**config.mk**
```make
export PLATFORM = sky130hd
export DESIGN_NAME = ps2_keyboard_rx
export DESIGN_NICKNAME = d
export VERILOG_FILES = /design/src/rtl/ps2_keyboard_rx.sv
export SDC_FILE = /design/constraint.sdc
export NUM_CORES = 1
export LEC_CHECK = 0
export CAP_MARGIN = 20
export CELL_PAD_IN_SITES_DETAIL_PLACEMENT = 0
export CELL_PAD_IN_SITES_GLOBAL_PLACEMENT = 2
export CORE_ASPECT_RATIO = 0.9
export CORE_MARGIN = 2
export CORE_UTILIZATION = 38
export CTS_CLUSTER_SIZE = 14
export DETAILED_ROUTE_END_ITERATION = 7
export GPL_ROUTABILITY_DRIVEN = 0
export PLACE_DENSITY = 0.77
export REMOVE_ABC_BUFFERS = 1
export SLEW_MARGIN = 20
export SYNTH_ARGS = -nofsm -noshare
export SYNTH_HDL_FRONTEND = slang
export SYNTH_SLANG_ARGS = --single-unit
```
**constraint.sdc**
```tcl
create_clock -name CLK_CPU -period 2.8 [get_ports CLK_CPU]
set_input_delay 0.28 -clock CLK_CPU [delete_from_list [all_inputs] [get_ports CLK_CPU]]
set_output_delay 0.28 -clock CLK_CPU [all_outputs]
set_load 0.05 [all_outputs]
```
**src/rtl/ps2_keyboard_rx.sv**
```systemverilog
// PS/2 keyboard receiver: pin synchronizers, clock deglitch filter, 11-bit frame
// deframer and a first-word-fall-through scancode FIFO with sticky error flags.
module ps2_keyboard_rx #(
   parameter int FIFO_DEPTH = 8,
   parameter int FILTER_LEN = 3,
   parameter int TIMEOUT    = 500
) (
   input  logic                          CLK_CPU,
   input  logic                          resetp,
   input  logic                          keyboard_clock,
   input  logic                          keyboard_data,
   output logic [7:0]                    scancode,
   output logic                          scancode_valid,
   input  logic                          scancode_ready,
   output logic [$clog2(FIFO_DEPTH):0]   fifo_count,
   output logic                          parity_error,
   output logic                          frame_error,
   output logic                          overflow,
   input  logic                          err_clear
);

   localparam int AW = $clog2(FIFO_DEPTH);
   localparam int FW = $clog2(FILTER_LEN) + 1;
   localparam int TW = $clog2(TIMEOUT) + 1;
   localparam logic [FW-1:0] FILT_LAST  = FW'(FILTER_LEN - 1);
   localparam logic [TW-1:0] TO_LAST    = TW'(TIMEOUT - 1);
   localparam logic [AW:0]   FULL_COUNT = (AW + 1)'(FIFO_DEPTH);

   typedef enum logic [1:0] {IDLE, DATA, PARITY, STOP} state_t;

   logic [1:0]    clk_sync, data_sync;
   logic          fclk, fclk_d, fall, bit_in;
   logic [FW-1:0] filt_cnt;

   state_t        state, state_n;
   logic [2:0]    bit_cnt, bit_cnt_n;
   logic [7:0]    shift_reg, shift_n;
   logic          parity_bit, parity_n;
   logic [TW-1:0] to_cnt, to_n;
   logic          push_req, set_parity, set_frame;

   logic [7:0]    mem [FIFO_DEPTH];
   logic [AW-1:0] rd_ptr, wr_ptr;
   logic          full, pop, do_push, drop;

   always_ff @(posedge CLK_CPU) begin
      if (resetp) begin
         clk_sync  <= 2'b11;
         data_sync <= 2'b11;
      end else begin
         clk_sync  <= {clk_sync[0], keyboard_clock};
         data_sync <= {data_sync[0], keyboard_data};
      end
   end

   // fclk only follows the pin after FILTER_LEN consecutive disagreeing samples
   always_ff @(posedge CLK_CPU) begin
      if (resetp) begin
         fclk     <= 1'b1;
         fclk_d   <= 1'b1;
         filt_cnt <= '0;
      end else begin
         fclk_d <= fclk;
         if (clk_sync[1] == fclk) begin
            filt_cnt <= '0;
         end else if (filt_cnt == FILT_LAST) begin
            fclk     <= clk_sync[1];
            filt_cnt <= '0;
         end else begin
            filt_cnt <= filt_cnt + 1'b1;
         end
      end
   end

   assign fall   = fclk_d & ~fclk;
   assign bit_in = data_sync[1];

   always_ff @(posedge CLK_CPU) begin
      if (resetp) begin
         state      <= IDLE;
         bit_cnt    <= '0;
         shift_reg  <= '0;
         parity_bit <= 1'b0;
         to_cnt     <= '0;
      end else begin
         state      <= state_n;
         bit_cnt    <= bit_cnt_n;
         shift_reg  <= shift_n;
         parity_bit <= parity_n;
         to_cnt     <= to_n;
      end
   end

   always_comb begin
      state_n    = state;
      bit_cnt_n  = bit_cnt;
      shift_n    = shift_reg;
      parity_n   = parity_bit;
      to_n       = (state == IDLE || fall) ? '0 : to_cnt + 1'b1;
      push_req   = 1'b0;
      set_parity = 1'b0;
      set_frame  = 1'b0;
      case (state)
         IDLE: begin
            if (fall && !bit_in) begin
               state_n   = DATA;
               bit_cnt_n = '0;
            end
         end
         DATA: begin
            if (fall) begin
               shift_n   = {bit_in, shift_reg[7:1]};
               bit_cnt_n = bit_cnt + 3'd1;
               if (bit_cnt == 3'd7) state_n = PARITY;
            end
         end
         PARITY: begin
            if (fall) begin
               parity_n = bit_in;
               state_n  = STOP;
            end
         end
         STOP: begin
            if (fall) begin
               state_n = IDLE;
               if (!bit_in)                      set_frame  = 1'b1;
               else if (^{shift_reg, parity_bit}) push_req   = 1'b1;
               else                              set_parity = 1'b1;
            end
         end
         default: state_n = IDLE;
      endcase
      // a stalled keyboard must not leave the deframer stuck mid-frame
      if (state != IDLE && !fall && to_cnt == TO_LAST) begin
         state_n   = IDLE;
         bit_cnt_n = '0;
         shift_n   = '0;
         to_n      = '0;
         set_frame = 1'b1;
      end
   end

   assign scancode_valid = (fifo_count != '0);
   assign full           = (fifo_count == FULL_COUNT);
   assign pop            = scancode_valid & scancode_ready;
   assign do_push        = push_req & (~full | pop);
   assign drop           = push_req & full & ~pop;
   assign scancode       = scancode_valid ? mem[rd_ptr] : 8'h00;

   always_ff @(posedge CLK_CPU) begin
      if (do_push) mem[wr_ptr] <= shift_reg;
   end

   always_ff @(posedge CLK_CPU) begin
      if (resetp) begin
         rd_ptr     <= '0;
         wr_ptr     <= '0;
         fifo_count <= '0;
      end else begin
         if (do_push) wr_ptr <= wr_ptr + 1'b1;
         if (pop)     rd_ptr <= rd_ptr + 1'b1;
         if (do_push && !pop)      fifo_count <= fifo_count + 1'b1;
         else if (pop && !do_push) fifo_count <= fifo_count - 1'b1;
      end
   end

   // a flag-setting event in the same cycle as err_clear keeps the flag set
   always_ff @(posedge CLK_CPU) begin
      if (resetp) begin
         parity_error <= 1'b0;
         frame_error  <= 1'b0;
         overflow     <= 1'b0;
      end else begin
         parity_error <= set_parity | (parity_error & ~err_clear);
         frame_error  <= set_frame  | (frame_error  & ~err_clear);
         overflow     <= drop       | (overflow     & ~err_clear);
      end
   end

endmodule

```
== After elaboration in Yosys (flattened, before gate mapping) ==
Memory sizes are Yosys's and may differ from the RTL's. A register that Yosys moved wholly into a read port is not among the register bits.
Index checks and enable logic that the tools add are counted.
Cells by class
  add/sub/neg operators: 7
  eq/ne operators: 13
  muxes and demuxes: 28
  bitwise logic cells: 17
  reduce and logical (&&, ||, !) cells: 24
Operator list (count)
  2-to-1 mux 1 bit: 14
  adder 3 x 1 -> 3 bit (second input constant): 4
  2-to-1 mux 3 bit: 4
  adder 10 x 1 -> 10 bit (second input constant): 1
  equality test 10 x 9 -> 1 bit (second input constant): 1
  2-to-1 mux 2 bit: 5
  parity 9 bit: 1
  AND 1 bit: 8
  2-to-1 mux 4 bit: 2
  2-to-1 mux 8 bit: 1
  != test 2 bit (second input constant): 4
  case mux 2 bit (4 select lines): 1
  case mux 3 bit (2 select lines): 1
  AND reduction 2 bit: 3
  nonzero test 2 bit: 3
  OR reduction 3 bit: 2
  logical AND 1 bit: 5
  inverter 1 bit: 5
  AND reduction 5 bit: 1
  adder 4 x 1 -> 4 bit (second input constant): 1
  equality test 2 bit (second input constant): 2
  equality test 4 bit (second input constant): 1
  logical NOT 1 bit: 4
  bitwise OR 1 bit: 4
  other kinds (11): 11
Word-level totals
  register bits: 46
  RAM bits: 64
  input port bits: 6
  output and inout port bits: 16
  word-level logic and storage cells: 106
  memories kept: 1
Memory list
  mem: words 8, width 8, rd ports 1, clocked after Yosys merged registers in 1, wr ports 1, RTL line 42  | logic [7:0] mem [FIFO_DEPTH];

== Depth between registers and ports, before layout ==
  word-level depth: 10
  gate-level depth with buffers: 12
  mapped depth without buffers: 12

== Worst setup path after synthesis ==
Ideal clock, no wire load.
  path kind: register to register
  start point: register fifo_count[1]
  end point: register fifo_count[3]
  setup time: 0.070 ns
  data arrival time: 3.076 ns
  required time: 2.730 ns
  path slack: -0.346 ns
  cell stages (with the launch flop): 13
  path buffers: 0
  period minus slack after synthesis: 3.146 ns
  path through: dfxtp_1 > or3_1 > nor2_2 > inv_1 > nand2_1 > ha_1 > inv_1 > ha_1 > a21o_1 > a21oi_1 > xnor2_1 > or3_1 > a21oi_1
Between the ends
  cells in the longest elaborated chain, start to end: 7
  elaborated cells between the ends (all ways): 15
  those cells by class: 2 x add/sub; 1 x eq/ne; 2 x mux; 4 x bitwise; 6 x reduce/logical
Ends and longest elaborated chain
  from (decl): RTL line 15  | output logic [$clog2(FIFO_DEPTH):0] fifo_count,
  from (signal assigned): RTL line 162  | if (do_push && !pop) fifo_count <= fifo_count + 1'b1;
  from (signal assigned): RTL line 163  | else if (pop && !do_push) fifo_count <= fifo_count - 1'b1;
  nonzero test 4 bit (*): RTL line 143  | assign scancode_valid = (fifo_count != '0);
  named net scancode_valid: RTL line 13  | output logic scancode_valid,
  AND 1 bit (*): RTL line 145  | assign pop = scancode_valid & scancode_ready;
  bitwise OR 1 bit: RTL line 146  | assign do_push = push_req & (~full | pop);
  AND 1 bit: RTL line 146
  logical NOT 1 bit: RTL line 163
  logical AND 1 bit: RTL line 163
  nonzero test 2 bit (no source line)
The timed path passes the listed nets; every way through them passes the cells marked *. The select of a mux whose other input is x is not followed.
A chain may end at the register's enable or synchronous reset.

== Final worst setup path ==
  start point: register shift_reg[2]
  end point: register fifo_count[3]
Between the ends
  cells in the longest elaborated chain, start to end: 9
  elaborated cells between the ends (all ways): 11
  those cells by class: 5 x mux; 1 x bitwise; 5 x reduce/logical
Ends and longest elaborated chain
  from (decl): RTL line 37  | logic [7:0] shift_reg, shift_n;
  from (signal assigned): RTL line 88  | shift_reg <= shift_n;
  parity 9 bit (*): RTL line 127  | else if (^{shift_reg, parity_bit}) push_req = 1'b1;
  2-to-1 mux 1 bit (*): RTL line 127
  2-to-1 mux 1 bit (*): RTL line 126  | if (!bit_in) set_frame = 1'b1;
  2-to-1 mux 1 bit (*): RTL line 124  | if (fall) begin
  2-to-1 mux 1 bit (*): RTL line 103  | case (state)
  AND 1 bit (*): RTL line 146
  named net do_push: RTL line 44  | logic full, pop, do_push, drop;
  logical NOT 1 bit: RTL line 163
  logical AND 1 bit: RTL line 163
  nonzero test 2 bit (no source line)
The timed path passes the listed nets; every way through them passes the cells marked *.

==> run_results.csv <==
group,metric,value,unit
placement,dp.cells,547,
run_status,status,"finished clean",
floorplan,ios,22,
cells_and_area,largest_reg_flops,64,
logic_synthesis,synth_top_area_share,41.1,%
timing,finalSetupViolCount,0,
logic_synthesis,synth_most_common_cell,"edfxtp_1",
worst_setup_path,cp_max_fo,2,
grt,grt_pass1_wl,13.9,mm
timing,hold_ws,0.405,ns
timing,finClkSkew,0.00628,ns
cts,cts_tree,"built",
logic_synthesis,synthTopCellsByCount,"64 x edfxtp_1, 54 x nor2_1, 49 x dfxtp_1, 21 x mux2i_1, 16 x mux4_2",
timing,hold_violations,0,
timing,period_minus_slack,2.70,ns
logic_synthesis,synth_seq_cells,113,
timing,rsz0062_at_grt,"yes",
placement,hpwl,5.58,mm
detailed_routing,totalWireLength,8.38,mm
placement,portBuffers,21,
floorplan,chipHeight,109,um
cts,cts_made_buffers,17,
grt,gr-total-overflow,0,
cts,clk_latency,0.40,ns
logic_synthesis,synth-main-ff-cell,"edfxtp_1",
logic_synthesis,yosys_warnings,0,
power_and_ir_drop,ir_worst_vdd,0.381,mV
detailed_routing,ant_nets,0,
cts,cts.clk_slew.worst_paths,0.05,ns
grt,first_global_vias,2823,
cts,cts_root_buf,"clkbuf_16",
timing,worst_pin_slew,0.566,ns
cts,h-tree-depth,4,
floorplan,initial_core_util,38.8,%
logic_synthesis,synth.avg_cell_area,13.5,um2
cts,cts_max_path_buffers,2,
logic_synthesis,synthTopCellsByArea,"edfxtp_1 41%, dfxtp_1 21%, mux4_2 7.7%, mux2i_1 4.5%, nor2_1 4.3%",
timing,relSlewSlack,62.2,%
logic_synthesis,syn_inst,345,
logic_synthesis,syn_area,0.00467,mm2
hold_path,min_path_type,"reg -> reg",
cells_and_area,fillerInstances,1066,
detailed_routing,drt-initial-drc-count,93,
worst_setup_path,cp-end-kind,"flop",
detailed_routing,vias,2762,
worst_setup_path,required,3.14,ns
logic_synthesis,synth_edf_count,64,
floorplan,fp-row-count,38,
detailed_routing,drcViolationCount,0,
worst_setup_path,r2r_slack,0.10,ns
worst_setup_path,start_kind,"flop",
floorplan,dieArea,0.0132,mm2
timing,slew_viol_final,0,
cells_and_area,final_cells,580,
cells_and_area,diodes,0,
grt,grt_usage,14.3,%
cells_and_area,final_nets,428,
cells_and_area,regArea,0.00290,mm2
worst_setup_path,worstSetupPathType,"reg -> reg",
detailed_routing,viasPerCell,4.76,
worst_setup_path,cp_data_arrival_time,3.03,ns
floorplan,core,0.0120,mm2
power_and_ir_drop,p_per_area,802,mW/mm2
detailed_routing,drtPass1Iterations,4,
power_and_ir_drop,power.leakage,2.21,nW
logic_synthesis,synthArstFlopShare,0,%
timing,max_freq,371,MHz
logic_synthesis,synth_cell_type_count,42,
flow_run,cap_viol_max_count,0,
grt,antenna_found_initial,0,
detailed_routing,wl_per_cell,14.4,um
cts,cts_sinks,113,
timing,finalCritPeriodShare,96.3,%
logic_synthesis,synth_largest_area_cell,"edfxtp_1",
cells_and_area,syn_to_final_growth,26.0,%
cells_and_area,multiInputGateArea,0.00172,mm2
logic_synthesis,ys_seq_area_share,62.1,%
cells_and_area,layout-drive-gt1-share,24.5,%
floorplan,die_w,121,um
grt,grt_max_degree,24,
-- per-layer routing --
metal	track usage [%]	wire length (um)	vias up
met2	24.3	4190	34
met3	4.45	281	14
li1	-	-	1384
met5	0	0	-
met1	16.7	3760	1330
met4	6.23	149	0
-- logic make-up after synthesis --
group | share of synthesized area [%]
flops | 62.1
simple gates | 10.7
mux | 12.7
compound gates | 3.75
buf+inv | 1.87
xor+xnor | 4.71
fa+ha+maj | 4.18
-- cell type report --
cell class                 instances  share of cell area (%)
tap                              160                    3.40
sequential                       113                    49.3
timing repair buffer              54                    7.50
clock inverter                    15                    2.72
multi-input combinational        210                    29.1
clock buffer                      17                    7.22
inverter                          11                   0.701
-- through the flow --
stage	setup TNS [ns]	utilization (%)	instance area [um2]	total power [W]	setup WS, ns
4_1_cts	0	48.6	5840	0.00476	0.0601
6_report	0	49.0	5890	0.00472	0.104
5_1_grt	-0.0283	49.0	5890	0.00490	-0.0283
2_1_floorplan	-0.346	-	4630	0.00239	-0.345
3_5_place_dp	-0.0810	43.7	5260	0.00265	-0.0810
3_3_place_gp	-0.0306	43.7	5260	0.00265	-0.0306
-- repair_timing --
item	4_1_cts	5_1_grt
hold buffers	0	0
endpoints found under the setup margin	0	1
resized for setup	0	8
buffers inserted	0	1
-- power breakdown --
group          internal (W)  switching [W]  leakage [nW]
Sequential          0.00177      0.0000224          1.03
Combinational      0.000352       0.000478         0.895
Clock               0.00132       0.000780         0.281
Total               0.00344        0.00128          2.21
-- worst max-delay path, cell delays in order (launching register included) --
cell and delay, ns:
dfxtp_2 0.33, xor3_1 0.43, a2111o_1 0.40, mux2i_4 0.16
ha_2 0.21, inv_2 0.06, ha_4 0.20, a21o_1 0.16
a21oi_2 0.13, xnor2_1 0.09, or3_1 0.36, a21oi_1 0.11
-- cell usage in the layout (no fill, tap or decap), types with 3 or more instances in the layout --
master	count
edfxtp_1	64
nor2_1	54
dfxtp_1	48
buf_4	40
mux2i_1	21
clkbuf_16	17
mux4_2	16
nand2_1	15
xnor2_1	13
clkdlybuf4s50_1	13
inv_1	10
a21oi_1	10
ha_1	10
nor3_1	9
nand3_1	7
xor2_1	5
or2_2	5
o21ai_0	5
nor2b_1	4
nand2b_1	4
or3_1	4
clkinv_4	4
inv_6	3
-- path summary, 6_finish.rpt --
check,end,cells past startpoint,startpoint
worst min register to register,clk_sync[1],1,clk_sync[0]
worst max-delay path,fifo_count[3],11,shift_reg[2]
worst max register to register,fifo_count[3],11,shift_reg[2]
worst min-delay path,clk_sync[1],1,clk_sync[0]
Power figures use the tool's default switching activity.
==> RTL change (config.mk and constraints unchanged) <==
Register the output `fifo_count` once more, cleared by the reset; this adds one clock of latency there. The other outputs are not delayed to match.
--- a/src/rtl/ps2_keyboard_rx.sv
+++ b/src/rtl/ps2_keyboard_rx.sv
@@ -27,6 +27,8 @@
    localparam logic [AW:0]   FULL_COUNT = (AW + 1)'(FIFO_DEPTH);
 
    typedef enum logic [1:0] {IDLE, DATA, PARITY, STOP} state_t;
+
+   logic [$clog2(FIFO_DEPTH):0] fifo_count_s0;
 
    logic [1:0]    clk_sync, data_sync;
    logic          fclk, fclk_d, fall, bit_in;
@@ -140,8 +142,8 @@
       end
    end
 
-   assign scancode_valid = (fifo_count != '0);
-   assign full           = (fifo_count == FULL_COUNT);
+   assign scancode_valid = (fifo_count_s0 != '0);
+   assign full           = (fifo_count_s0 == FULL_COUNT);
    assign pop            = scancode_valid & scancode_ready;
    assign do_push        = push_req & (~full | pop);
    assign drop           = push_req & full & ~pop;
@@ -155,12 +157,12 @@
       if (resetp) begin
          rd_ptr     <= '0;
          wr_ptr     <= '0;
-         fifo_count <= '0;
+         fifo_count_s0 <= '0;
       end else begin
          if (do_push) wr_ptr <= wr_ptr + 1'b1;
          if (pop)     rd_ptr <= rd_ptr + 1'b1;
-         if (do_push && !pop)      fifo_count <= fifo_count + 1'b1;
-         else if (pop && !do_push) fifo_count <= fifo_count - 1'b1;
+         if (do_push && !pop)      fifo_count_s0 <= fifo_count_s0 + 1'b1;
+         else if (pop && !do_push) fifo_count_s0 <= fifo_count_s0 - 1'b1;
       end
    end
 
@@ -177,5 +179,13 @@
       end
    end
 
+   always_ff @(posedge CLK_CPU) begin
+      if (resetp) begin
+         fifo_count <= '0;
+      end else begin
+         fifo_count <= fifo_count_s0;
+      end
+   end
+
 endmodule
 
Function: no difference found for any inputs over 10 cycles, from zero or initial values and one cycle with resetp high; that may be too few to reach the edited logic, so the function may still have changed.
==> RTL change against the unedited design <==
Design area is 1.7% higher; wire length is 3.1% higher; synthesized cell count is 4.3% higher; power is 0.42% higher; sequential cell count is 4 higher; critical path depth stayed put; setup slack better by 0.013 ns; global-route usage is 0.58 points higher; area after synthesis is 2.2% higher; non-clock buffer count stayed put.
==> RTL change: results <==
[pwr]
switching_share_pct = 26.4
power.share.clock_pct = 44.3
leakage_nw = 2.17
peakVddDrop_uv = 454

[clock_tree]
cts-root-buf = "clkbuf_16"
h-tree-depth = 4
cts_buffer_depth = 2
cts_buffers = 17

[routing]
via_per_inst = 4.82
dr.pass1.iters = 4
drc = 0
drt_iter0_drc = 119
route.final.wire_length_mm = 8.64

[finish]
finalNonFillerCells = 594
fin_nets = 442
fill_cells = 1084
diodes = 0
drive_gt1_share_pct = 23.7
largest_reg_flops = 64

[placed_design]
place_area_sq_mm = 0.00536
place_inst = 561
io_buffers = 21
dp_hpwl_mm = 5.76

[synthesis]
synth_cell_types = 47
async_flop_share_pct = 0
synth_edf_count = 64
ys_seq_area_share_pct = 62.4
syn_avg_cell_area_sq_um = 13.3
ys_top_cells_by_area = "edfxtp_1 40%, dfxtp_1 22%, mux4_2 7.5%"
synth_commonest_cells = "64 x edfxtp_1, 53 x dfxtp_1, 52 x nor2_1, 20 x nand2_1, 17 x a21oi_1"

[global_routing]
grt_pass1_vias = 2904
grt_max_degree = 25
grt_pass1_wl_mm = 14.6
gr-usage-all-layers_pct = 14.8
antenna_found_initial = 0

[worst_setup_path]
cp_max_fo = 2
cpPeakStageDelay_ns = 0.42
critPathSlowestCell = "xor3_1"
r2r_cells = 11
worstPathArrival_ns = 3.03

[timing]
fin_skew_ns = 0.00857
relSlewSlack_pct = 65.2

[run_status]
status = "completed"

[worst_hold_path]
whs_path_depth = 1
RTL change: cell count changes after synthesis, sizes merged, moves of 4 or more:
cell	delta
mux2i	-7
dfxtp	+4
nand3	+5
nand2	+7
nor2b	+4
a21oi	+6
RTL change: kinds of logic after synthesis:
family | count (synthesis) | share of synthesized area, %
multiplexers | 31 | 10.9
adder cells (fa/ha/maj) | 15 | 4.09
AND/OR/NAND/NOR | 121 | 11.8
flip-flops | 117 | 62.4
buffers and inverters | 22 | 1.86
XOR/XNOR | 21 | 4.64
AO/OA/AOI/OAI | 33 | 4.27
RTL change: critical path, delay by kind of cell (launching register included):
kind                     cells  cell delay (ns)
AO/OA/AOI/OAI                4             0.78
multiplexers                 1             0.16
AND/OR/NAND/NOR              1             0.38
flip-flops                   1             0.32
adder cells (fa/ha/maj)      2             0.41
buffers and inverters        1             0.06
XOR/XNOR                     2             0.51
RTL change: worst paths after layout:
path / start / endpoint / slack, ns
max: shift_reg[2]$_SDFFE_PP0P_ / fifo_count_s0[3]$_SDFFE_PP0P_ / 0.12
min: clk_sync[0]$_SDFF_PP1_ / clk_sync[1]$_SDFF_PP1_ / 0.41
min reg2reg: clk_sync[0]$_SDFF_PP1_ / clk_sync[1]$_SDFF_PP1_ / 0.41
max reg2reg: shift_reg[2]$_SDFFE_PP0P_ / fifo_count_s0[3]$_SDFFE_PP0P_ / 0.12
RTL change: power by group through the flow:
stage	registers (mW)	clock network (mW)	logic (mW)
floorplan	1.96	0	0.464
global placement	1.89	0	0.773
detailed placement	1.89	0	0.780
CTS	1.85	2.14	0.782
global route	1.86	2.23	0.854
finish	1.86	2.10	0.784
RTL change: per-stage QoR:
stage                     util [%]  worst slack, ns  hold slack [ns]  power (mW)
after floorplan                  -           -0.128            0.349        2.42
after global placement        44.0          -0.0293            0.386        2.66
after detailed placement      44.0          -0.0863            0.399        2.67
after CTS                     48.8          0.00291            0.412        4.78
after global routing          49.2          -0.0280            0.432        4.94
final                         49.2            0.117            0.409        4.74
RTL change: repair_timing:
action | in CTS | in global routing
gates resized for setup | 0 | 9
endpoints found under the setup margin | 0 | 1
buffers inserted | 0 | 1
hold buffers | 0 | 0
RTL change: final cells by class:
| class | count | area (sq um) | area share, % |
|---|---|---|---|
| clock buffers | 18 | 429 | 7.17 |
| clock inverters | 14 | 153 | 2.55 |
| inverters | 10 | 37.5 | 0.627 |
| multi-input cells | 221 | 1740 | 29.1 |
| flip-flops and latches | 117 | 2980 | 49.8 |
| well taps | 160 | 200 | 3.34 |
| repair buffers | 54 | 442 | 7.38 |
RTL change: metal layers:
layer	part of all wire [%]	GRT usage (%)	up-vias	wire length (um)
li1	-	-	1430	-
met1	47	17.9	1392	4070
met2	48	24.8	32	4180
met3	3.4	4.94	9	297
met4	0.98	5.67	0	85
met5	0	0	-	0
